$ cat src/rtl/axis_hdr_pkg.sv
// Shared types and helpers for the AXI-Stream header extraction path.
package axis_hdr_pkg;

  localparam int MAX_BYTE_WD = 128;

  typedef enum logic [1:0] {
    IDLE,
    BODY,
    FLUSH
  } state_t;

  function automatic int count_ones(input logic [MAX_BYTE_WD-1:0] keep);
    int c;
    c = 0;
    for (int i = 0; i < MAX_BYTE_WD; i++) begin
      if (keep[i]) c++;
    end
    return c;
  endfunction

  // Sets the n most significant bits of a width-bit field; callers truncate to width.
  function automatic logic [MAX_BYTE_WD-1:0] msb_mask(input int n, input int width);
    logic [MAX_BYTE_WD-1:0] m;
    m = '0;
    for (int i = 0; i < MAX_BYTE_WD; i++) begin
      m[i] = (i < width) && (i >= width - n);
    end
    return m;
  endfunction

endpackage

$ cat src/rtl/axi_stream_byte_realign.sv
// Combinational byte shifter: splits an incoming beat at the header boundary and
// merges its top bytes behind the MSB-aligned residual.
module axi_stream_byte_realign #(
  parameter int DATA_WD = 32,
  parameter int CNT_WD  = 3
) (
  input  logic [DATA_WD-1:0] resid_in,
  input  logic [DATA_WD-1:0] data_in,
  input  logic [CNT_WD-1:0]  hdr_bytes,
  output logic [DATA_WD-1:0] aligned_out,
  output logic [DATA_WD-1:0] merged_out,
  output logic [DATA_WD-1:0] resid_out
);

  localparam int BYTE_WD = DATA_WD / 8;

  int n_bits;
  int r_bits;

  // A shift by the full width yields zero, which covers the N=DATA_BYTE_WD case.
  always_comb begin
    n_bits      = 8 * int'(hdr_bytes);
    r_bits      = 8 * (BYTE_WD - int'(hdr_bytes));
    aligned_out = data_in >> r_bits;
    merged_out  = resid_in | aligned_out;
    resid_out   = data_in << n_bits;
  end

endmodule

$ cat src/rtl/axi_stream_extract_header.sv
// AXI-Stream header extractor: strips an N-byte header from the first beat onto a
// side channel and repacks the remaining payload into fully packed beats.
module axi_stream_extract_header
  import axis_hdr_pkg::*;
#(
  parameter int DATA_WD      = 32,
  parameter int DATA_BYTE_WD = DATA_WD / 8,
  parameter int BYTE_CNT_WD  = $clog2(DATA_BYTE_WD)
) (
  input  logic                    clk,
  input  logic                    rst,
  input  logic                    valid_in,
  input  logic [DATA_WD-1:0]      data_in,
  input  logic [DATA_BYTE_WD-1:0] keep_in,
  input  logic                    last_in,
  output logic                    ready_in,
  input  logic [BYTE_CNT_WD-1:0]  byte_remove_cnt,
  output logic                    valid_out,
  output logic [DATA_WD-1:0]      data_out,
  output logic [DATA_BYTE_WD-1:0] keep_out,
  output logic                    last_out,
  input  logic                    ready_out,
  output logic                    valid_hdr,
  output logic [DATA_WD-1:0]      data_hdr,
  output logic [DATA_BYTE_WD-1:0] keep_hdr,
  input  logic                    ready_hdr
);

  localparam int CNT_WD = BYTE_CNT_WD + 1;

  state_t                  state_q, state_d;
  logic [CNT_WD-1:0]       hdr_bytes_q, hdr_bytes_d, hdr_bytes_cur;
  logic [CNT_WD-1:0]       flush_cnt_q, flush_cnt_d;
  logic [DATA_WD-1:0]      resid_q, resid_d;
  logic                    valid_out_q, valid_out_d, last_out_q, last_out_d;
  logic [DATA_WD-1:0]      data_out_q, data_out_d;
  logic [DATA_BYTE_WD-1:0] keep_out_q, keep_out_d;
  logic                    valid_hdr_q, valid_hdr_d;
  logic [DATA_WD-1:0]      data_hdr_q, data_hdr_d;
  logic [DATA_BYTE_WD-1:0] keep_hdr_q, keep_hdr_d;

  logic [DATA_WD-1:0]      data_masked, aligned, merged, resid_next;
  logic                    out_free;
  int                      n_int, r_int, k_int;

  // Lanes outside keep are zeroed up front so every downstream path emits clean bytes.
  always_comb begin
    data_masked = '0;
    for (int i = 0; i < DATA_BYTE_WD; i++) begin
      data_masked[8*i +: 8] = keep_in[i] ? data_in[8*i +: 8] : 8'h00;
    end
    hdr_bytes_cur = (state_q == IDLE) ? (CNT_WD'(byte_remove_cnt) + CNT_WD'(1)) : hdr_bytes_q;
  end

  axi_stream_byte_realign #(
    .DATA_WD(DATA_WD),
    .CNT_WD (CNT_WD)
  ) u_realign (
    .resid_in   (resid_q),
    .data_in    (data_masked),
    .hdr_bytes  (hdr_bytes_cur),
    .aligned_out(aligned),
    .merged_out (merged),
    .resid_out  (resid_next)
  );

  always_comb begin
    state_d     = state_q;
    hdr_bytes_d = hdr_bytes_q;
    flush_cnt_d = flush_cnt_q;
    resid_d     = resid_q;
    valid_out_d = valid_out_q && !ready_out;
    data_out_d  = data_out_q;
    keep_out_d  = keep_out_q;
    last_out_d  = last_out_q;
    valid_hdr_d = valid_hdr_q && !ready_hdr;
    data_hdr_d  = data_hdr_q;
    keep_hdr_d  = keep_hdr_q;
    ready_in    = 1'b0;
    out_free    = !valid_out_q || ready_out;
    n_int       = int'(hdr_bytes_cur);
    r_int       = DATA_BYTE_WD - n_int;
    k_int       = count_ones(MAX_BYTE_WD'(keep_in));

    case (state_q)
      IDLE: begin
        ready_in = !valid_hdr_q && out_free;
        if (valid_in && ready_in) begin
          hdr_bytes_d = hdr_bytes_cur;
          valid_hdr_d = 1'b1;
          data_hdr_d  = aligned;
          keep_hdr_d  = {DATA_BYTE_WD{1'b1}} >> r_int;
          resid_d     = resid_next;
          if (!last_in) begin
            state_d = BODY;
          end else if (k_int > n_int) begin
            valid_out_d = 1'b1;
            data_out_d  = resid_next;
            keep_out_d  = DATA_BYTE_WD'(msb_mask(k_int - n_int, DATA_BYTE_WD));
            last_out_d  = 1'b1;
          end
        end
      end
      BODY: begin
        ready_in = out_free;
        if (valid_in && ready_in) begin
          valid_out_d = 1'b1;
          data_out_d  = merged;
          resid_d     = resid_next;
          keep_out_d  = {DATA_BYTE_WD{1'b1}};
          last_out_d  = 1'b0;
          if (last_in) begin
            if (r_int + k_int <= DATA_BYTE_WD) begin
              keep_out_d = DATA_BYTE_WD'(msb_mask(r_int + k_int, DATA_BYTE_WD));
              last_out_d = 1'b1;
              state_d    = IDLE;
            end else begin
              flush_cnt_d = CNT_WD'(r_int + k_int - DATA_BYTE_WD);
              state_d     = FLUSH;
            end
          end
        end
      end
      FLUSH: begin
        if (out_free) begin
          valid_out_d = 1'b1;
          data_out_d  = resid_q;
          keep_out_d  = DATA_BYTE_WD'(msb_mask(int'(flush_cnt_q), DATA_BYTE_WD));
          last_out_d  = 1'b1;
          state_d     = IDLE;
        end
      end
      default: state_d = IDLE;
    endcase
  end

  always_ff @(posedge clk or posedge rst) begin
    if (rst) begin
      state_q     <= IDLE;
      hdr_bytes_q <= '0;
      flush_cnt_q <= '0;
      resid_q     <= '0;
      valid_out_q <= 1'b0;
      data_out_q  <= '0;
      keep_out_q  <= '0;
      last_out_q  <= 1'b0;
      valid_hdr_q <= 1'b0;
      data_hdr_q  <= '0;
      keep_hdr_q  <= '0;
    end else begin
      state_q     <= state_d;
      hdr_bytes_q <= hdr_bytes_d;
      flush_cnt_q <= flush_cnt_d;
      resid_q     <= resid_d;
      valid_out_q <= valid_out_d;
      data_out_q  <= data_out_d;
      keep_out_q  <= keep_out_d;
      last_out_q  <= last_out_d;
      valid_hdr_q <= valid_hdr_d;
      data_hdr_q  <= data_hdr_d;
      keep_hdr_q  <= keep_hdr_d;
    end
  end

  assign valid_out = valid_out_q;
  assign data_out  = data_out_q;
  assign keep_out  = keep_out_q;
  assign last_out  = last_out_q;
  assign valid_hdr = valid_hdr_q;
  assign data_hdr  = data_hdr_q;
  assign keep_hdr  = keep_hdr_q;

endmodule
$ cat config.mk
export PLATFORM = sky130hd
export DESIGN_NAME = axi_stream_extract_header
export DESIGN_NICKNAME = d
export VERILOG_FILES = /design/src/rtl/axis_hdr_pkg.sv /design/src/rtl/axi_stream_byte_realign.sv /design/src/rtl/axi_stream_extract_header.sv
export SDC_FILE = /design/constraint.sdc
export NUM_CORES = 1
export LEC_CHECK = 0
export CORE_ASPECT_RATIO = 0.8
export CORE_MARGIN = 2
export CORE_UTILIZATION = 50
export DETAILED_ROUTE_END_ITERATION = 6
export PLACE_DENSITY = 0.78
export SYNTH_ARGS = -nofsm -noshare
export SYNTH_HDL_FRONTEND = slang
export SYNTH_SLANG_ARGS = --single-unit
$ cat constraint.sdc
create_clock -name clk -period 7.05 [get_ports clk]
set_input_delay 1.41 -clock clk [delete_from_list [all_inputs] [get_ports clk]]
set_output_delay 1.41 -clock clk [all_outputs]
set_load 0.02 [all_outputs]
Word-level counts from Yosys, hierarchy flattened
Cells that the tools add are included.
- register bits after elaboration: 115
- input port bits: 44
- output and inout bits: 76
- logic and storage cells: 118
- add/subtract/negate cells: 11
- magnitude comparators: 14
- equality and inequality tests: 9
- shifts and indexed selects: 3
- muxes and demuxes: 50
- bitwise operators: 2
- reductions and logical operators: 18
- operators by type and width (kind ; number):
    $mux W32 ; 10
    $ge A3 B32 Y1 const A ; 6
    $add A32 B2 Y32 const B ; 3
    $ge A1 B32 Y1 const A ; 3
    $ge A2 B32 Y1 const A ; 3
    $pmux W32 S3 ; 1
    $pmux W32 S2 ; 1
    $sub A4 B32 Y32 const A ; 2
    $add A4 B32 Y32 ; 1
    $gt A32 B4 Y1 ; 1
    $le A32 B4 Y1 const B ; 1
    $mux W8 ; 4
    $or A32 B32 Y32 ; 1
    $shl A32 B6 Y32 ; 1
    $shr A32 B32 Y32 ; 1
    $shr A4 B32 Y4 const A ; 1
    $sub A32 B4 Y32 ; 1
    $mux W4 ; 7
    $mux W1 ; 15
    $mux W2 ; 6
    $pmux W4 S3 ; 1
    $ne A2 B2 Y1 const B ; 5
    $sub A3 B3 Y4 const A ; 2
    $pmux W1 S3 ; 2
    20 further kinds ; 28

Longest topological paths before layout
Gate-level depths: netlist (run 1).
- depth in word-level cells: 14
- gate-level depth with buffers: 25
- gate-level depth less buffers: 21

Cells and area by module
A second synthesis (run 1) with hierarchy kept.
- cell total of the unflattened synthesis: 904
- area, all modules: 8313.0 um2
- modules (own cells, without submodules) (module ; times used ; cells an instance ; area each (um2) ; sequential area each (um2)):
    axi_stream_extract_header ; 1 ; 650 ; 6667.6 ; 2877.8
    axi_stream_byte_realign ; 1 ; 254 ; 1645.3 ; 0.0

Worst setup path before layout (run 1)
OpenSTA, ideal clock, no wires.
- path type: input to register
- start point: input port byte_remove_cnt[0]
- end point: register keep_out_q[2], in the netlist keep_out[2]
- setup time: 0.080 ns
- arrival: 6.383 ns
- required time: 6.970 ns
- path slack: 0.587 ns
- cell stages on the path: 22
- buffers on the path: 4
- cell sequence: ha_1 > mux2i_1 > clkbuf_1 > clkbuf_1 > ha_1 > xnor2_1 > clkbuf_1 > ha_1 > buf_2 > nor2b_1 > o21ai_0 > and2_1 > nand2b_1 > ha_1 > and4_1 > o211ai_1 > a211oi_2 > nand2_1 > or4b_1 > a21oi_1 > o21ai_1 > o211ai_2
- cells in the longest elaborated chain, start to end: 10
- elaborated cells between the ends (all ways): 20
- classes of those cells: 6 x add/sub; 4 x order compare; 1 x eq/ne; 8 x mux; 1 x reduce/logical
- ends and longest elaborated chain (what ; line ; source):
    from (decl) ; axi_stream_extract_header.sv:17 ; input logic [BYTE_CNT_WD-1:0] byte_remove_cnt,
    $add A2 B1 Y3 * ; axi_stream_extract_header.sv:52 ; hdr_bytes_cur = (state_q == IDLE) ? (CNT_WD'(byte_remove_cnt) + CNT_WD'(1)) : hdr_bytes_q;
    $mux W3 * ; axi_stream_extract_header.sv:52 ;
    $sub A3 B3 Y4 ; axi_stream_extract_header.sv:82 ; r_int = DATA_BYTE_WD - n_int;
    $add A4 B32 Y32 ; n/a ;
    $sub A4 B32 Y32 ; n/a ;
    $ge A3 B32 Y1 ; axis_hdr_pkg.sv:26 ; m[i] = (i < width) && (i >= width - n);
    $mux W4 ; axi_stream_extract_header.sv:113 ; if (r_int + k_int <= DATA_BYTE_WD) begin
    $mux W4 ; axi_stream_extract_header.sv:112 ; if (last_in) begin
    $mux W4 ; axi_stream_extract_header.sv:106 ; if (valid_in && ready_in) begin
    $pmux W4 S3 ; axi_stream_extract_header.sv:85 ; case (state_q)
    to (signal assigned) ; axi_stream_extract_header.sv:157 ; keep_out_q <= keep_out_d;
    to (decl) ; axi_stream_extract_header.sv:37 ; logic [DATA_BYTE_WD-1:0] keep_out_q, keep_out_d;
Mark *: on every way between the ends. The rest lies on a longest branch, timed or not. The select of a mux whose other input is x is not followed.
A chain may end at the register's enable or synchronous reset.

Final worst setup path (run 1)
- start point: input port keep_in[0]
- end point: register flush_cnt_q[2]
- cells in the longest elaborated chain, start to end: 11
- elaborated cells between the ends (all ways): 12
- classes of those cells: 5 x add/sub; 1 x order compare; 4 x mux; 1 x bitwise; 1 x reduce/logical
- ends and longest elaborated chain (what ; line ; source):
    from (decl) ; axi_stream_extract_header.sv:14 ; input logic [DATA_BYTE_WD-1:0] keep_in,
    $mux W1 * ; axis_hdr_pkg.sv:16 ; if (keep[i]) c++;
    $add A32 B2 Y32 ; axis_hdr_pkg.sv:16 ;
    $mux W32 * ; axis_hdr_pkg.sv:16 ;
    $add A32 B2 Y32 ; axis_hdr_pkg.sv:16 ;
    $mux W32 * ; axis_hdr_pkg.sv:16 ;
    $add A32 B2 Y32 ; axis_hdr_pkg.sv:16 ;
    $mux W32 * ; axis_hdr_pkg.sv:16 ;
    $add A4 B32 Y32 * ; axi_stream_extract_header.sv:118 ; flush_cnt_d = CNT_WD'(r_int + k_int - DATA_BYTE_WD);
    $le A32 B4 Y1 ; axi_stream_extract_header.sv:113 ;
    $not A1 Y1 (no line) ; n/a ;
    $reduce_and A4 Y1 (no line) ; n/a ;
    to (signal assigned) ; axi_stream_extract_header.sv:153 ; flush_cnt_q <= flush_cnt_d;
    to (decl) ; axi_stream_extract_header.sv:33 ; logic [CNT_WD-1:0] flush_cnt_q, flush_cnt_d;
Mark *: on every way between the ends. The rest lies on a longest branch, timed or not.

==> impl_metrics.sql, run 1 <==
INSERT INTO impl_metrics (metric_group, metric, value, unit) VALUES
('routing', 'routed_wire_length_per_instance', '21.6', 'microns'),
('clock_tree', 'cts_root_buffer', 'sky130_fd_sc_hd__clkbuf_16', ''),
('timing', 'setup_skew', '8.05', 'ps'),
('floorplan', 'row_count', '39', ''),
('yosys', 'synth_top_flop_cell', 'sky130_fd_sc_hd__dfrtp_1', ''),
('critical_path', 'worst_setup_path_end_kind', 'register', ''),
('critical_path', 'number_of_cell_instances_on_the_worst_register_to_register_path', '19', ''),
('global_routing', 'globalRoute.totalOverflow', '0', ''),
('routing', 'totalWireLength', '25000', 'microns'),
('flow_run', 'maxCapViolCount', '0', ''),
('layout', 'postLayoutCoreUtil', '64.8', '%'),
('hold_path', 'hold_depth', '2', ''),
('clock_tree', 'tritoncts_num_sinks', '115', ''),
('clock_tree', 'postCtsHoldBufs', '0', ''),
('floorplan', 'initial_utilization', '51.6', '%'),
('power_and_ir_drop', 'power.share.combinational', '64.8', '%'),
('power_and_ir_drop', 'share_clk_of_total_power', '15.6', '%'),
('critical_path', 'regToRegStartpoint', 'state_q[1]', ''),
('yosys', 'synth.ff_latch_count', '115', ''),
('critical_path', 'start_kind', 'input port', ''),
('routing', 'post-route-drc-count', '1', ''),
('timing', 'clock.fmax', '159', 'MHz'),
('routing', 'detail_route.iter0.violations', '1031', ''),
('global_routing', 'grt_pass1_vias', '6748', ''),
('critical_path', 'crit_path_kind', 'input port to register', ''),
('yosys', 'synth_largest_type_area_fraction', '38.6', '%'),
('global_routing', 'groute.usage.overall', '32.0', '%'),
('critical_path', 'crit-reg2reg-capture', 'keep_out[2]', ''),
('timing', 'worst-slew-pin-transition', '1310', 'ps'),
('floorplan', 'die-height', '113', 'microns'),
('yosys', 'gate_count_post_synth', '858', ''),
('yosys', 'synthDistinctLibCells', '68', ''),
('layout', 'antenna_diode_instance_count', '0', ''),
('layout', 'fill_cells', '1253', ''),
('yosys', 'synth_warnings', '0', ''),
('power_and_ir_drop', 'max-vdd-ir-drop', '0.346', 'mV'),
('floorplan', 'coreArea', '14400', 'sq um'),
('clock_tree', 'insertion_delay', '430', 'ps'),
('yosys', 'ys_async_sr_fraction', '100', '%'),
('timing', 'timing.final.crit_period', '6290', 'ps'),
('global_routing', 'wire_length_of_the_first_global_routing_pass', '39300', 'microns'),
('critical_path', 'rrSetupSlack', '1430', 'ps'),
('yosys', 'post_synth_main_area_contributors', 'sky130_fd_sc_hd__dfrtp_1, sky130_fd_sc_hd__ha_1, sky130_fd_sc_hd__nand2_1', ''),
('routing', 'post_drt_via_cell_ratio', '6.33', ''),
('routing', 'dr.pass1.iters', '7', ''),
('clock_tree', 'cts_htree_levels', '4', ''),
('critical_path', 'worstPathMaxFanout', '5', ''),
('timing', 'finalSetupViolCount', '0', ''),
('clock_tree', 'clock_tree.buffer_depth', '2', ''),
('clock_tree', 'cts_setup_buffers', '0', ''),
('global_routing', 'grt_antenna_before_repair', '0', ''),
('floorplan', 'die_width', '140', 'microns'),
('power_and_ir_drop', 'internal_power', '0.00269', 'W'),
('run_status', 'failing_checks', 'DRC', ''),
('layout', 'multi_input_area', '4250', 'sq um'),
('floorplan', 'floorplan.io_pins', '120', ''),
('timing', 'timing.setup.tns', '0', 'ps'),
('power_and_ir_drop', 'switching_power_as_a_share_of_total_power', '50.3', '%'),
('timing', 'grt_setup_unrepaired', 'false', ''),
('layout', 'post_route_cells_drive_above_1_share', '8.14', '%'),
('power_and_ir_drop', 'power.density_cell_area', '577', 'nW/um^2'),
('yosys', 'yosysSeqAreaShare', '38.6', '%'),
('timing', 'fin_worst_hold_slack', '479', 'ps'),
('hold_path', 'holdCritStartpoint', 'data_out[2]', ''),
('clock_tree', 'clk_transition_reported_paths', '60', 'ps'),
('timing', 'finalHoldViolCount', '0', ''),
('clock_tree', 'tritoncts', 'built', ''),
('run_status', 'outcome', 'complete, but fails checks', ''),
('power_and_ir_drop', 'power.switching', '0.00272', 'W'),
('yosys', 'post_synth.cell_area_avg', '8.68', 'sq um'),
('place', 'detailed_place_hpwl', '17900', 'microns');
-- registers in the layout, indices dropped and copies added (netlist names) --
register / count
resid_q: 32
hdr_bytes_q: 3
state_q: 2
flush_cnt_q: 3
valid_out: 1
keep_hdr: 4
keep_out: 4
last_out: 1
data_out: 32
valid_hdr: 1
data_hdr: 32
-- metal layers --
metal,share of wire [%],up-vias,track usage [%]
met5,0,-,0
met4,1.9,0,8.20
met3,11,44,7.36
met2,41,452,44.6
met1,46,3487,50.0
li1,-,3332,-
-- logic make-up (layout without fill, tap and decap cells) --
logic type,count (synthesis),in the layout,share of synthesized area [%]
AO/OA/AOI/OAI,318,318,28.8
AND/OR/NAND/NOR,265,265,16.6
flip-flops,115,115,38.6
buffers and inverters,89,197,4.70
adder cells (fa/ha/maj),44,44,7.69
multiplexers,16,16,2.33
XOR/XNOR,9,9,1.06
other,2,7,0.101
-- layout by cell type, fill, tap and decap left out, types with 4 or more instances in the layout --
cell type / count
sky130_fd_sc_hd__nand4_1: 10
sky130_fd_sc_hd__inv_6: 7
sky130_fd_sc_hd__clkdlybuf4s50_1: 119
sky130_fd_sc_hd__clkinv_4: 5
sky130_fd_sc_hd__o21ai_0: 86
sky130_fd_sc_hd__a21o_1: 6
sky130_fd_sc_hd__nor3_1: 11
sky130_fd_sc_hd__and2_1: 4
sky130_fd_sc_hd__or2_2: 6
sky130_fd_sc_hd__nor2b_1: 15
sky130_fd_sc_hd__nor2_1: 38
sky130_fd_sc_hd__nand2b_1: 12
sky130_fd_sc_hd__mux2_2: 6
sky130_fd_sc_hd__nand2_1: 131
sky130_fd_sc_hd__and3_1: 8
sky130_fd_sc_hd__a21oi_1: 54
sky130_fd_sc_hd__conb_1: 7
sky130_fd_sc_hd__mux2i_1: 7
sky130_fd_sc_hd__a32o_1: 8
sky130_fd_sc_hd__xor2_1: 5
sky130_fd_sc_hd__nand3_1: 11
sky130_fd_sc_hd__dfrtp_1: 115
sky130_fd_sc_hd__a31oi_1: 23
sky130_fd_sc_hd__o22ai_1: 15
sky130_fd_sc_hd__a211oi_1: 5
sky130_fd_sc_hd__ha_1: 41
sky130_fd_sc_hd__o21bai_1: 7
sky130_fd_sc_hd__o22a_1: 13
sky130_fd_sc_hd__inv_1: 26
sky130_fd_sc_hd__a2bb2oi_1: 14
sky130_fd_sc_hd__o31ai_1: 9
sky130_fd_sc_hd__xnor2_1: 4
sky130_fd_sc_hd__buf_4: 17
sky130_fd_sc_hd__o211ai_1: 27
sky130_fd_sc_hd__clkbuf_16: 17
sky130_fd_sc_hd__a22o_1: 26
-- critical path: stages --
cell                              delay [ps]
sky130_fd_sc_hd__clkdlybuf4s50_1         530
sky130_fd_sc_hd__inv_1                    80
sky130_fd_sc_hd__ha_1                    340
sky130_fd_sc_hd__xor2_1                  330
sky130_fd_sc_hd__xor2_1                  290
sky130_fd_sc_hd__ha_1                    240
sky130_fd_sc_hd__inv_1                    60
sky130_fd_sc_hd__fa_1                    440
sky130_fd_sc_hd__nor2b_1                 120
sky130_fd_sc_hd__o21ai_0                 150
sky130_fd_sc_hd__and2_1                  240
sky130_fd_sc_hd__nand2b_1                170
sky130_fd_sc_hd__ha_1                    360
sky130_fd_sc_hd__and4_1                  290
sky130_fd_sc_hd__nand2_1                  80
sky130_fd_sc_hd__nor4_1                  410
sky130_fd_sc_hd__o211ai_1                220
sky130_fd_sc_hd__o31a_1                  290
sky130_fd_sc_hd__nand2_1                 140
sky130_fd_sc_hd__nor2_2                   90
sky130_fd_sc_hd__mux2_1                  300
-- power groups by stage --
stage	combinational [W]	clock [W]	sequential, W
global route	0.00378	0.000883	0.00109
floorplan	0.00216	0	0.00122
finish	0.00350	0.000840	0.00106
detailed placement	0.00339	0	0.00106
CTS	0.00342	0.000847	0.00106
global placement	0.00339	0	0.00106
-- layout make-up --
cell class	instances	share of cell area (%)
inverter	29	1.19
tap	184	2.46
multi-input combinational	659	45.4
timing repair buffer	136	14.1
clock inverter	15	1.58
clock buffer	17	4.54
sequential	115	30.7
-- per-stage QoR --
step	setup slack (ps)	instance area [sq um]	cells
floorplan	587	7470	863
global placement	511	8790	1123
detailed placement	466	8790	1123
CTS	903	9360	1155
global route	491	9360	1155
finish	762	9360	1155
-- worst max-delay path by stage --
stage | from | end | cells after the start
after floorplan | byte_remove_cnt[0] | keep_out[2] | 22
after global placement | keep_in[0] | flush_cnt_q[2] | 21
after detailed placement | keep_in[0] | flush_cnt_q[2] | 21
after CTS | keep_in[0] | keep_out[3] | 21
after global routing | keep_in[0] | keep_out[3] | 21
final | keep_in[0] | flush_cnt_q[2] | 21
Power figures use the tool's default switching activity.
==> run 2, diff against run 1 <==
--- a/config.mk
+++ b/config.mk
@@ -8,6 +8,7 @@
 export CORE_ASPECT_RATIO = 0.8
 export CORE_MARGIN = 2
 export CORE_UTILIZATION = 50
+export CTS_CLUSTER_SIZE = 10
 export DETAILED_ROUTE_END_ITERATION = 6
 export PLACE_DENSITY = 0.78
 export SYNTH_ARGS = -nofsm -noshare
==> results of run 2 <==
The final DEF is identical to that of run 1; final timing and power are the same.
